===== src/rtl/mips_decode_stage_if.sv =====
// Bus between the decode stage and its neighbours: IF handshake, register-file read/writeback, ID/EX entry.
// The decode stage sits on the slave side; whoever drives IF/EX/writeback uses the master side.
interface mips_decode_stage_if;
   logic        if_valid;
   logic [31:0] if_instr;
   logic [31:0] if_pc;
   logic        id_ready;
   logic        flush;
   logic [4:0]  rf_addr1;
   logic [4:0]  rf_addr2;
   logic [31:0] rf_data1;
   logic [31:0] rf_data2;
   logic        wb_ena;
   logic [4:0]  wb_addr;
   logic [31:0] wb_data;
   logic        ex_valid;
   logic        ex_ready;
   logic [31:0] ex_pc;
   logic [31:0] ex_rs_data;
   logic [31:0] ex_rt_data;
   logic [31:0] ex_imm;
   logic [4:0]  ex_dest;
   logic        ex_reg_write;
   logic        ex_mem_read;
   logic        ex_mem_write;
   logic [1:0]  ex_branch;
   logic        ex_alu_src;
   logic [3:0]  ex_alu_op;
   logic        ex_illegal;

   modport slave (
      input  if_valid, if_instr, if_pc, flush, rf_data1, rf_data2,
             wb_ena, wb_addr, wb_data, ex_ready,
      output id_ready, rf_addr1, rf_addr2, ex_valid, ex_pc, ex_rs_data, ex_rt_data,
             ex_imm, ex_dest, ex_reg_write, ex_mem_read, ex_mem_write, ex_branch,
             ex_alu_src, ex_alu_op, ex_illegal
   );

   modport master (
      output if_valid, if_instr, if_pc, flush, rf_data1, rf_data2,
             wb_ena, wb_addr, wb_data, ex_ready,
      input  id_ready, rf_addr1, rf_addr2, ex_valid, ex_pc, ex_rs_data, ex_rt_data,
             ex_imm, ex_dest, ex_reg_write, ex_mem_read, ex_mem_write, ex_branch,
             ex_alu_src, ex_alu_op, ex_illegal
   );
endinterface


===== src/rtl/mips_decode_stage.sv =====
// MIPS instruction-decode stage: register read with writeback bypass, control decode,
// load-use stall and a single ID/EX output register with valid/ready toward EX.
module mips_decode_stage (
   input  logic               clk,
   input  logic               rst,
   mips_decode_stage_if.slave bus
);

   typedef enum logic [3:0] {
      ALU_ADD = 4'd0, ALU_SUB, ALU_AND, ALU_OR, ALU_XOR,
      ALU_NOR, ALU_SLT, ALU_SLL, ALU_SRL, ALU_LUI
   } alu_op_e;

   typedef struct packed {
      logic        valid;
      logic [31:0] pc;
      logic [31:0] rs_data;
      logic [31:0] rt_data;
      logic [31:0] imm;
      logic [4:0]  dest;
      logic        reg_write;
      logic        mem_read;
      logic        mem_write;
      logic [1:0]  branch;
      logic        alu_src;
      alu_op_e     alu_op;
      logic        illegal;
   } id_ex_t;

   logic [5:0]  opcode, funct;
   logic [4:0]  rs, rt, rd, shamt;
   logic [15:0] imm16;
   logic [31:0] imm_sext, imm_zext;

   assign opcode   = bus.if_instr[31:26];
   assign rs       = bus.if_instr[25:21];
   assign rt       = bus.if_instr[20:16];
   assign rd       = bus.if_instr[15:11];
   assign shamt    = bus.if_instr[10:6];
   assign funct    = bus.if_instr[5:0];
   assign imm16    = bus.if_instr[15:0];
   assign imm_sext = {{16{imm16[15]}}, imm16};
   assign imm_zext = {16'h0000, imm16};

   assign bus.rf_addr1 = rs;
   assign bus.rf_addr2 = rt;

   // A register selector of 0 already excludes wb_addr==0 from the bypass match.
   logic [31:0] opnd_a, opnd_b;
   always_comb begin
      opnd_a = bus.rf_data1;
      opnd_b = bus.rf_data2;
      if (rs == 5'd0)                                opnd_a = '0;
      else if (bus.wb_ena && (bus.wb_addr == rs))    opnd_a = bus.wb_data;
      if (rt == 5'd0)                                opnd_b = '0;
      else if (bus.wb_ena && (bus.wb_addr == rt))    opnd_b = bus.wb_data;
   end

   id_ex_t     dec;
   logic [4:0] wr_reg;
   logic       reads_rt;

   always_comb begin
      // NOTE: every always_comb target is given a default first, so no path leaves it unassigned and no latch is inferred.
      dec         = '0;
      wr_reg      = '0;
      reads_rt    = 1'b0;
      dec.valid   = 1'b1;
      dec.pc      = bus.if_pc;
      dec.rs_data = opnd_a;
      dec.rt_data = opnd_b;
      case (opcode)
         6'h00: begin
            reads_rt = 1'b1;
            case (funct)
               6'h20, 6'h21: dec.alu_op = ALU_ADD;
               6'h22, 6'h23: dec.alu_op = ALU_SUB;
               6'h24:        dec.alu_op = ALU_AND;
               6'h25:        dec.alu_op = ALU_OR;
               6'h26:        dec.alu_op = ALU_XOR;
               6'h27:        dec.alu_op = ALU_NOR;
               6'h2A:        dec.alu_op = ALU_SLT;
               6'h00: begin dec.alu_op = ALU_SLL; dec.alu_src = 1'b1; dec.imm = {27'd0, shamt}; end
               6'h02: begin dec.alu_op = ALU_SRL; dec.alu_src = 1'b1; dec.imm = {27'd0, shamt}; end
               default:      dec.illegal = 1'b1;
            endcase
            if (!dec.illegal) wr_reg = rd;
         end
         6'h08, 6'h09: begin dec.alu_op = ALU_ADD; dec.alu_src = 1'b1; dec.imm = imm_sext; wr_reg = rt; end
         6'h0A: begin dec.alu_op = ALU_SLT; dec.alu_src = 1'b1; dec.imm = imm_sext; wr_reg = rt; end
         6'h0C: begin dec.alu_op = ALU_AND; dec.alu_src = 1'b1; dec.imm = imm_zext; wr_reg = rt; end
         6'h0D: begin dec.alu_op = ALU_OR;  dec.alu_src = 1'b1; dec.imm = imm_zext; wr_reg = rt; end
         6'h0E: begin dec.alu_op = ALU_XOR; dec.alu_src = 1'b1; dec.imm = imm_zext; wr_reg = rt; end
         // lui carries the raw 16-bit field; the ALU performs the shift into the upper half.
         6'h0F: begin dec.alu_op = ALU_LUI; dec.alu_src = 1'b1; dec.imm = imm_zext; wr_reg = rt; end
         6'h23: begin
            dec.alu_op = ALU_ADD; dec.alu_src = 1'b1; dec.imm = imm_sext;
            dec.mem_read = 1'b1; wr_reg = rt;
         end
         6'h2B: begin
            dec.alu_op = ALU_ADD; dec.alu_src = 1'b1; dec.imm = imm_sext;
            dec.mem_write = 1'b1; reads_rt = 1'b1;
         end
         6'h04: begin dec.alu_op = ALU_SUB; dec.imm = imm_sext; dec.branch = 2'b01; reads_rt = 1'b1; end
         6'h05: begin dec.alu_op = ALU_SUB; dec.imm = imm_sext; dec.branch = 2'b10; reads_rt = 1'b1; end
         default: dec.illegal = 1'b1;
      endcase
      if (wr_reg != 5'd0) begin
         dec.reg_write = 1'b1;
         dec.dest      = wr_reg;
      end
   end

   id_ex_t ex_q;
   logic   hazard, adv, accept;

   assign hazard = ex_q.valid & ex_q.mem_read & (ex_q.dest != 5'd0) &
                   ((ex_q.dest == rs) | ((ex_q.dest == rt) & reads_rt));
   assign adv          = ~ex_q.valid | bus.ex_ready;
   assign bus.id_ready = adv & ~hazard & ~bus.flush;
   assign accept       = bus.if_valid & bus.id_ready;

   // Flush and stall cycles load an all-zero bubble; backpressure holds the entry untouched.
   always_ff @(posedge clk or posedge rst) begin
      // NOTE: state uses non-blocking assignments so every flop samples the pre-edge values.
      if (rst)            ex_q <= '0;
      else if (bus.flush) ex_q <= '0;
      else if (adv)       ex_q <= accept ? dec : '0;
   end

   assign bus.ex_valid     = ex_q.valid;
   assign bus.ex_pc        = ex_q.pc;
   assign bus.ex_rs_data   = ex_q.rs_data;
   assign bus.ex_rt_data   = ex_q.rt_data;
   assign bus.ex_imm       = ex_q.imm;
   assign bus.ex_dest      = ex_q.dest;
   assign bus.ex_reg_write = ex_q.reg_write;
   assign bus.ex_mem_read  = ex_q.mem_read;
   assign bus.ex_mem_write = ex_q.mem_write;
   assign bus.ex_branch    = ex_q.branch;
   assign bus.ex_alu_src   = ex_q.alu_src;
   assign bus.ex_alu_op    = ex_q.alu_op;
   assign bus.ex_illegal   = ex_q.illegal;

endmodule


===== src/flat_wrapper.sv =====
// flat-port wrapper written by rule: the top's interface ports become plain ports
module mips_decode_stage_flat 
  (clk, rst, bus_if_valid, bus_if_instr, bus_if_pc, bus_flush, bus_rf_data1, bus_rf_data2, bus_wb_ena, bus_wb_addr, bus_wb_data, bus_ex_ready, bus_id_ready, bus_rf_addr1, bus_rf_addr2, bus_ex_valid, bus_ex_pc, bus_ex_rs_data, bus_ex_rt_data, bus_ex_imm, bus_ex_dest, bus_ex_reg_write, bus_ex_mem_read, bus_ex_mem_write, bus_ex_branch, bus_ex_alu_src, bus_ex_alu_op, bus_ex_illegal);
  mips_decode_stage_if bus_i ();
  input  logic clk;
  input  logic rst;
  input wire logic [$bits(bus_i.if_valid)-1:0] bus_if_valid;
  input wire logic [$bits(bus_i.if_instr)-1:0] bus_if_instr;
  input wire logic [$bits(bus_i.if_pc)-1:0] bus_if_pc;
  input wire logic [$bits(bus_i.flush)-1:0] bus_flush;
  input wire logic [$bits(bus_i.rf_data1)-1:0] bus_rf_data1;
  input wire logic [$bits(bus_i.rf_data2)-1:0] bus_rf_data2;
  input wire logic [$bits(bus_i.wb_ena)-1:0] bus_wb_ena;
  input wire logic [$bits(bus_i.wb_addr)-1:0] bus_wb_addr;
  input wire logic [$bits(bus_i.wb_data)-1:0] bus_wb_data;
  input wire logic [$bits(bus_i.ex_ready)-1:0] bus_ex_ready;
  output wire logic [$bits(bus_i.id_ready)-1:0] bus_id_ready;
  output wire logic [$bits(bus_i.rf_addr1)-1:0] bus_rf_addr1;
  output wire logic [$bits(bus_i.rf_addr2)-1:0] bus_rf_addr2;
  output wire logic [$bits(bus_i.ex_valid)-1:0] bus_ex_valid;
  output wire logic [$bits(bus_i.ex_pc)-1:0] bus_ex_pc;
  output wire logic [$bits(bus_i.ex_rs_data)-1:0] bus_ex_rs_data;
  output wire logic [$bits(bus_i.ex_rt_data)-1:0] bus_ex_rt_data;
  output wire logic [$bits(bus_i.ex_imm)-1:0] bus_ex_imm;
  output wire logic [$bits(bus_i.ex_dest)-1:0] bus_ex_dest;
  output wire logic [$bits(bus_i.ex_reg_write)-1:0] bus_ex_reg_write;
  output wire logic [$bits(bus_i.ex_mem_read)-1:0] bus_ex_mem_read;
  output wire logic [$bits(bus_i.ex_mem_write)-1:0] bus_ex_mem_write;
  output wire logic [$bits(bus_i.ex_branch)-1:0] bus_ex_branch;
  output wire logic [$bits(bus_i.ex_alu_src)-1:0] bus_ex_alu_src;
  output wire logic [$bits(bus_i.ex_alu_op)-1:0] bus_ex_alu_op;
  output wire logic [$bits(bus_i.ex_illegal)-1:0] bus_ex_illegal;
  assign bus_i.if_valid = bus_if_valid;
  assign bus_i.if_instr = bus_if_instr;
  assign bus_i.if_pc = bus_if_pc;
  assign bus_i.flush = bus_flush;
  assign bus_i.rf_data1 = bus_rf_data1;
  assign bus_i.rf_data2 = bus_rf_data2;
  assign bus_i.wb_ena = bus_wb_ena;
  assign bus_i.wb_addr = bus_wb_addr;
  assign bus_i.wb_data = bus_wb_data;
  assign bus_i.ex_ready = bus_ex_ready;
  assign bus_id_ready = bus_i.id_ready;
  assign bus_rf_addr1 = bus_i.rf_addr1;
  assign bus_rf_addr2 = bus_i.rf_addr2;
  assign bus_ex_valid = bus_i.ex_valid;
  assign bus_ex_pc = bus_i.ex_pc;
  assign bus_ex_rs_data = bus_i.ex_rs_data;
  assign bus_ex_rt_data = bus_i.ex_rt_data;
  assign bus_ex_imm = bus_i.ex_imm;
  assign bus_ex_dest = bus_i.ex_dest;
  assign bus_ex_reg_write = bus_i.ex_reg_write;
  assign bus_ex_mem_read = bus_i.ex_mem_read;
  assign bus_ex_mem_write = bus_i.ex_mem_write;
  assign bus_ex_branch = bus_i.ex_branch;
  assign bus_ex_alu_src = bus_i.ex_alu_src;
  assign bus_ex_alu_op = bus_i.ex_alu_op;
  assign bus_ex_illegal = bus_i.ex_illegal;
  mips_decode_stage u_core (.clk(clk), .rst(rst), .bus(bus_i));
endmodule

===== config.mk =====
export PLATFORM = sky130hd
export DESIGN_NAME = mips_decode_stage_flat
export DESIGN_NICKNAME = d
export VERILOG_FILES = /design/src/rtl/mips_decode_stage_if.sv /design/src/rtl/mips_decode_stage.sv /design/src/flat_wrapper.sv
export SDC_FILE = /design/constraint.sdc
export NUM_CORES = 1
export LEC_CHECK = 0
export ABC_AREA = 0
export BUFFER_PORTS_ARGS = -buffer_cell sky130_fd_sc_hd__buf_2
export CORE_AREA = 8 8 128 130
export DETAILED_ROUTE_END_ITERATION = 10
export DIE_AREA = 0 0 136 138
export PLACE_DENSITY = 0.89
export SLEW_MARGIN = 5
export SYNTH_ARGS = -nofsm -noshare
export SYNTH_HDL_FRONTEND = slang
export SYNTH_SLANG_ARGS = --single-unit

===== constraint.sdc =====
create_clock -name clk -period 4.2 [get_ports clk]
set_input_delay 0 -clock clk [delete_from_list [all_inputs] [get_ports clk]]
set_output_delay 0 -clock clk [all_outputs]
set_load 0.005 [all_outputs]

==> results of run 1 <==
report_power, final:
group | leakage [nW] | total, mW | internal, mW | switching, mW
logic | 3.04 | 0.537 | 0.273 | 0.265
registers | 1.77 | 1.34 | 1.30 | 0.0359
clock network | 0.268 | 1.40 | 0.825 | 0.579
total | 5.07 | 3.28 | 2.40 | 0.879
Yosys cell counts, drive strengths merged (5+ instances only):
master	n
a21oi	8
xor2	17
inv	11
o21ai	76
o2bb2ai	5
nor2	19
dfrtp	130
nand3	5
nand2b	9
a22o	45
buf	42
nand2	74
clkbuf	27
nand4	5
nor3	6
a32o	17
mux2i	65
flip-flops by register name, indices dropped and copies added (netlist names), 2 cells and up:
signal,cells
u_core.bus.ex_dest,5
u_core.bus.ex_branch,2
u_core.bus.ex_pc,32
u_core.bus.ex_rt_data,32
u_core.bus.ex_alu_op,4
u_core.bus.ex_imm,17
u_core.bus.ex_rs_data,32
path summary, 6_finish.rpt:
check	from	end	slack (ns)	cells after the start
worst min-delay path	bus_if_instr[20]	u_core.bus.ex_dest[4]$_DFFE_PP0P_	0.03	4
max in group asynchronous	rst	u_core.bus.ex_rt_data[5]$_DFFE_PP0P_	2.95	4
worst max register to register	u_core.bus.ex_dest[3]$_DFFE_PP0P_	u_core.bus.ex_rs_data[9]$_DFFE_PP0P_	1.02	5
worst min register to register	u_core.bus.ex_rs_data[1]$_DFFE_PP0P_	u_core.bus.ex_rs_data[1]$_DFFE_PP0P_	0.48	2
min in group asynchronous	rst	u_core.bus.ex_rt_data[26]$_DFFE_PP0P_	0.15	3
worst max-delay path	u_core.bus.ex_dest[3]$_DFFE_PP0P_	u_core.bus.ex_rs_data[9]$_DFFE_PP0P_	1.02	5
layer usage:
layer,part of all wire (%),track usage (%)
met1,34,33.5
met2,48,51.4
met3,12,11.3
met4,6.0,18.7
met5,0.044,0
critical path, delay by kind of cell, from the launching register on:
kind	cells	cell delay (ns)
and+or+nand+nor	3	1.51
AOI/OAI and AO/OA	2	1.07
DFF	1	0.42
area by class of cell:
type	instances	share of cell area (%)
repair buffers	502	33.4
diodes	7	0.173
flip-flops and latches	130	32.0
clock buffers	18	4.33
well taps	184	2.27
clock inverters	13	1.11
inverters	11	0.431
multi-input cells	394	26.2
cells by family (layout without fill, tap and decap cells):
family / after synthesis / count (layout) / synth area share, %
AOI/OAI and AO/OA: 166 / 166 / 18.1
and+or+nand+nor: 140 / 140 / 10.2
DFF: 130 / 130 / 51.3
buffers and inverters: 80 / 544 / 6.94
muxes: 67 / 67 / 10.6
xor gates and xnor gates: 21 / 21 / 2.90
other: 0 / 7 / 0
repair_timing:
item	CTS	global route
hold buffers	172	0
endpoints found under the hold margin	143	0
resized for setup	0	0
per-stage QoR:
stage	utilization (%)	worst slack (ns)	total power [mW]	cells
2_1_floorplan	-	0.731	1.52	604
3_3_place_gp	54.9	1.55	1.72	1049
3_5_place_dp	54.9	1.46	1.73	1049
4_1_cts	70.8	1.43	3.24	1252
5_1_grt	70.9	0.833	3.38	1259
6_report	70.9	1.02	3.28	1259
==> flow_summary.json, run 1 <==
{
  "ys_types": 41,
  "yosys.area.top_type": "dfrtp_1",
  "path_cells": "or3_1, o311a_1, nand4_1, nand3_1, o21ai_0",
  "final_cell_mix": "buf_2 (326), dlygate4sd3_1 (172), dfrtp_1 (130), o21ai_0 (76), nand2_1 (74)",
  "initial_core_util_pct": 44.3,
  "h-tree-depth": 4,
  "drt_pass1_iterations": 5,
  "antenna_found_initial": 8,
  "io_pins": 327,
  "slowest_delay_ns": 0.97,
  "regArea_um2": 3250,
  "fill_cells": 918,
  "layout-drive-gt1-share_pct": 34.8,
  "grt_pass1_wl_mm": 45.1,
  "synthArstFlopShare_pct": 100,
  "drc_errors": 0,
  "cp_slowest_cell": "nand3_1",
  "drtAntennaViolNets": 0,
  "mostFrequentLayoutCell": "buf_2",
  "cp-start-kind": "register",
  "drt_iter0_drc": 669,
  "maxCapViolCount": 0,
  "finalSetupTns_ns": 0,
  "core-area_um2": 14300,
  "grt_pass1_vias": 7610,
  "fin_hold_ws_ns": 0.0315,
  "critPathKind": "reg -> reg",
  "critPathArrivalTime_ns": 3.42,
  "path_clk_slew_ns": 0.06,
  "yosys_warnings": 0,
  "avgSynthCellArea_um2": 10.5,
  "synthFlopType": "dfrtp_1",
  "via_per_inst": 5.75,
  "gr-total-overflow": 0,
  "slew-limit-headroom_pct": 10.0,
  "peakVddDrop_mv": 0.229,
  "final.min_clock_period_ns": 3.18,
  "grt_start_max_net_pins": 90,
  "area_delta_synth_final_pct": 60.1,
  "cts_tree": "done",
  "clockBufferDepth": 2,
  "synthesis.area_um2": 6340,
  "worstMarginPinSlew_ns": 1.35,
  "hold_path_class": "in -> reg",
  "rsz0062_at_grt": "no",
  "setup_viol": 0,
  "synth_cells": 604,
  "chipHeight_um": 138,
  "post_cts_buffers": 0,
  "ys_seq_area_share_pct": 51.3,
  "skew_ns": 0.0124,
  "clock_latency_ns": 0.41,
  "cts_sinks": 130,
  "status": "finished clean",
  "synth_edf_count": 0,
  "nNetsFinal": 1227,
  "place_congestion": 0.864,
  "leakagePower_nw": 5.07,
  "worst_ep_required_time_ns": 4.44,
  "critPathMaxFanout": 32,
  "power_density_nw_per_um2": 323,
  "period_share_pct": 75.7,
  "post-dp-hpwl_mm": 17.2,
  "grtUsageTotal_pct": 31.2,
  "slew_viol_final": 0,
  "synthTopCellsByArea": "dfrtp_1 (51%), mux2i_1 (10%), a22o_1 (6.2%)",
  "dieWidth_um": 136,
  "hold_violations": 0,
  "yosys_register_bits": 130,
  "placed_area_um2": 7860,
  "num_vias": 7239,
  "end_kind": "register",
  "rows": 44,
  "dieArea_um2": 18800,
  "wl_per_cell_um": 23.7,
  "multi_input_area_um2": 2660,
  "synth_top_area_share_pct": 51.3,
  "port_buffers": 326,
  "postLayoutCellArea_um2": 10200,
  "drt_wl_total_mm": 29.8,
  "synthesis.nets": 775,
  "numCtsBuffers": 17,
  "max_freq_mhz": 314,
  "cts_root_buf": "clkbuf_16"
}
No activity file was read; power rests on OpenSTA's default activity.
==> run 2, diff against run 1 <==
--- a/config.mk
+++ b/config.mk
@@ -5,12 +5,12 @@
 export SDC_FILE = /design/constraint.sdc
 export NUM_CORES = 1
 export LEC_CHECK = 0
-export ABC_AREA = 0
+export ABC_AREA = 1
 export BUFFER_PORTS_ARGS = -buffer_cell sky130_fd_sc_hd__buf_2
-export CORE_AREA = 8 8 128 130
+export CORE_AREA = 8 8 134 136
 export DETAILED_ROUTE_END_ITERATION = 10
-export DIE_AREA = 0 0 136 138
-export PLACE_DENSITY = 0.89
+export DIE_AREA = 0 0 142 144
+export PLACE_DENSITY = 0.87
 export SLEW_MARGIN = 5
 export SYNTH_ARGS = -nofsm -noshare
 export SYNTH_HDL_FRONTEND = slang
==> constraint.sdc (replaced) <==
create_clock -name clk -period 3.04 [get_ports clk]
set_input_delay 0 -clock clk [delete_from_list [all_inputs] [get_ports clk]]
set_output_delay 0 -clock clk [all_outputs]
set_load 0.005 [all_outputs]
==> flow_summary.json, run 2 <==
{
  "status": "finished clean",
  "leakagePower_nw": 6.35,
  "end_kind": "register",
  "max_freq_mhz": 431,
  "chipHeight_um": 144,
  "peakVddDrop_mv": 0.362,
  "drt_iter0_drc": 1198,
  "critPathMaxFanout": 30,
  "slew-limit-headroom_pct": 39.4,
  "io_pins": 327,
  "post-synth-top-count-cell": "nand2_1",
  "numCtsBuffers": 17,
  "p_clk_share_pct": 43.5,
  "synthTopCellsByArea": "dfrtp_1 (46%), nand2_1 (25%), o21ai_0 (4.0%)",
  "r2r-start": "u_core.bus.ex_dest[0]$_DFFE_PP0P_",
  "drt_wl_total_mm": 31.7,
  "drc_errors": 0,
  "skew_ns": 0.0125,
  "slew_viol_final": 0,
  "power_frac_comb_pct": 17.7,
  "setup_viol": 0,
  "synth_edf_count": 0,
  "ys_types": 30,
  "finalSetupTns_ns": 0,
  "clock_latency_ns": 0.43,
  "p_int_mw": 3.42,
  "h-tree-depth": 4,
  "initial_core_util_pct": 43.7,
  "cp_slowest_cell": "nand4_2",
  "cts_sinks": 130,
  "grt_start_max_net_pins": 131,
  "critPathArrivalTime_ns": 2.64,
  "antenna_found_initial": 3,
  "cp-startpoint": "bus_if_instr[24]",
  "synthesis.area_um2": 7020,
  "cp-endpoint": "u_core.bus.ex_rs_data[8]$_DFFE_PP0P_",
  "wl_per_cell_um": 18.8,
  "post_cts_buffers": 0,
  "worst_ep_required_time_ns": 3.36,
  "core-area_um2": 16100,
  "dieWidth_um": 142,
  "regArea_um2": 3250,
  "rr_endpoint": "u_core.bus.ex_imm[14]$_DFFE_PP0P_",
  "synth_top_area_share_pct": 46.3,
  "slowest_delay_ns": 0.65,
  "area_delta_synth_final_pct": 55.9,
  "cp-start-kind": "input pin",
  "p_switching_mw": 1.33,
  "maxCapViolCount": 0,
  "power_density_nw_per_um2": 435,
  "synth_cells": 997,
  "path_cells": "buf_2, inv_1, o21ai_0, a21oi_1, nand4_2, buf_4, o21ai_0, dlygate4sd3_1, nor2_1, nand2_1, nand2_1",
  "cts_root_buf": "clkbuf_16",
  "grt_pass1_wl_mm": 50.3,
  "drt_pass1_iterations": 9,
  "clockBufferDepth": 2,
  "gr-total-overflow": 0,
  "drtAntennaViolNets": 0,
  "critPathKind": "in -> reg",
  "worstRegToRegCells": 11,
  "place_congestion": 0.989,
  "mostFrequentLayoutCell": "nand2_1",
  "period_share_pct": 76.4,
  "layout-drive-gt1-share_pct": 26.6,
  "worstMarginPinSlew_ns": 0.907,
  "ys_seq_area_share_pct": 46.3,
  "hold_path_class": "in -> reg",
  "grtUsageTotal_pct": 31.6,
  "diodes": 0,
  "post-dp-hpwl_mm": 18.1,
  "final.min_clock_period_ns": 2.32,
  "cts_tree": "done",
  "fin_hold_ws_ns": 0.00982,
  "nNetsFinal": 1621,
  "port_buffers": 326,
  "multi_input_area_um2": 3090,
  "yosys_warnings": 0,
  "dieArea_um2": 20400,
  "final_cell_mix": "nand2_1 (466), buf_2 (326), dlygate4sd3_1 (168), dfrtp_1 (130), inv_1 (69)",
  "yosys.area.top_type": "dfrtp_1",
  "fill_cells": 1108,
  "synthesis.nets": 1168,
  "rows": 47,
  "p_seq_share_pct": 38.8,
  "rsz0062_at_grt": "no",
  "grt_pass1_vias": 9197,
  "r2r_slack_ns": 0.84,
  "synth_common_cells": "nand2_1 (466), dfrtp_1 (130), inv_1 (70)",
  "synthFlopType": "dfrtp_1",
  "path_clk_slew_ns": 0.06,
  "via_per_inst": 5.46,
  "hold_violations": 0,
  "num_vias": 9188,
  "synthArstFlopShare_pct": 100,
  "avgSynthCellArea_um2": 7.04,
  "p_sw_share_pct": 28.1,
  "yosys_register_bits": 130
}
==> run 2: critical path: cells and delay by family <==
kind | cells | cell delay [ns]
AO/OA/AOI/OAI | 3 | 0.47
buffers and inverters | 4 | 1.33
AND/OR/NAND/NOR | 4 | 0.84
==> run 2: how the worst min path moves through the flow <==
stage / startpoint / to / depth (start not counted)
6_report: bus_rf_data1[6] / u_core.bus.ex_rs_data[6]$_DFFE_PP0P_ / 7
5_1_grt: bus_wb_data[30] / u_core.bus.ex_rs_data[30]$_DFFE_PP0P_ / 5
4_1_cts: bus_rf_data1[6] / u_core.bus.ex_rs_data[6]$_DFFE_PP0P_ / 7
3_5_place_dp: bus_if_pc[0] / u_core.bus.ex_pc[0]$_DFFE_PP0P_ / 3
3_3_place_gp: bus_if_pc[3] / u_core.bus.ex_pc[3]$_DFFE_PP0P_ / 3
2_1_floorplan: bus_if_instr[21] / bus_rf_addr1[0] / 1
==> run 2: final cells by class <==
type | instances | share of cell area (%)
Multi-Input combinational cell | 718 | 28.2
Timing Repair Buffer | 510 | 31.6
Clock inverter | 14 | 1.41
Inverter | 73 | 2.55
Tap cell | 220 | 2.51
Sequential cell | 130 | 29.7
Clock buffer | 18 | 4.01
==> run 2: power by group through the flow <==
stage | sequential [mW] | clock (mW) | combinational, mW
final | 1.85 | 2.07 | 0.842
after global routing | 1.85 | 2.16 | 0.910
after CTS | 1.84 | 2.09 | 0.791
after detailed placement | 1.87 | 0 | 0.608
after global placement | 1.87 | 0 | 0.596
after floorplan | 1.87 | 0 | 0.302
==> run 2: kinds of logic (layout without fill, tap and decap cells) <==
kind of cell	after synthesis	count (layout)	share of synthesized area (%)
flops	130	130	46.3
simple gates	595	595	34.2
buf+inv	149	615	10.0
compound gates	115	115	8.50
xor+xnor	8	8	0.998
==> run 2: timing repair <==
item / CTS / global route
gates resized for setup: 0 / 0
endpoints found under the hold margin: 252 / 0
hold buffers: 168 / 0
setup endpoints to repair: 0 / 0
==> run 2: layer usage <==
layer,up-vias,track usage (%),share of wire (%)
li1,4012,-,-
met3,210,9.67,11
met5,-,0,0.095
met2,836,51.2,47
met1,4126,36.8,34
met4,4,18.0,6.9
==> run 2: through the flow <==
| stage | std cells | cell area [um2] | worst slack, ns | power [mW] | util, % |
|---|---|---|---|---|---|
| finish | 1683 | 10900 | 0.718 | 4.76 | 68.2 |
| floorplan | 997 | 7020 | 1.43 | 2.17 | - |
| global placement | 1483 | 8670 | 1.10 | 2.46 | 54.0 |
| CTS | 1683 | 10900 | 0.876 | 4.72 | 68.2 |
| detailed placement | 1483 | 8670 | 1.03 | 2.48 | 54.0 |
| global route | 1683 | 10900 | 0.604 | 4.92 | 68.2 |
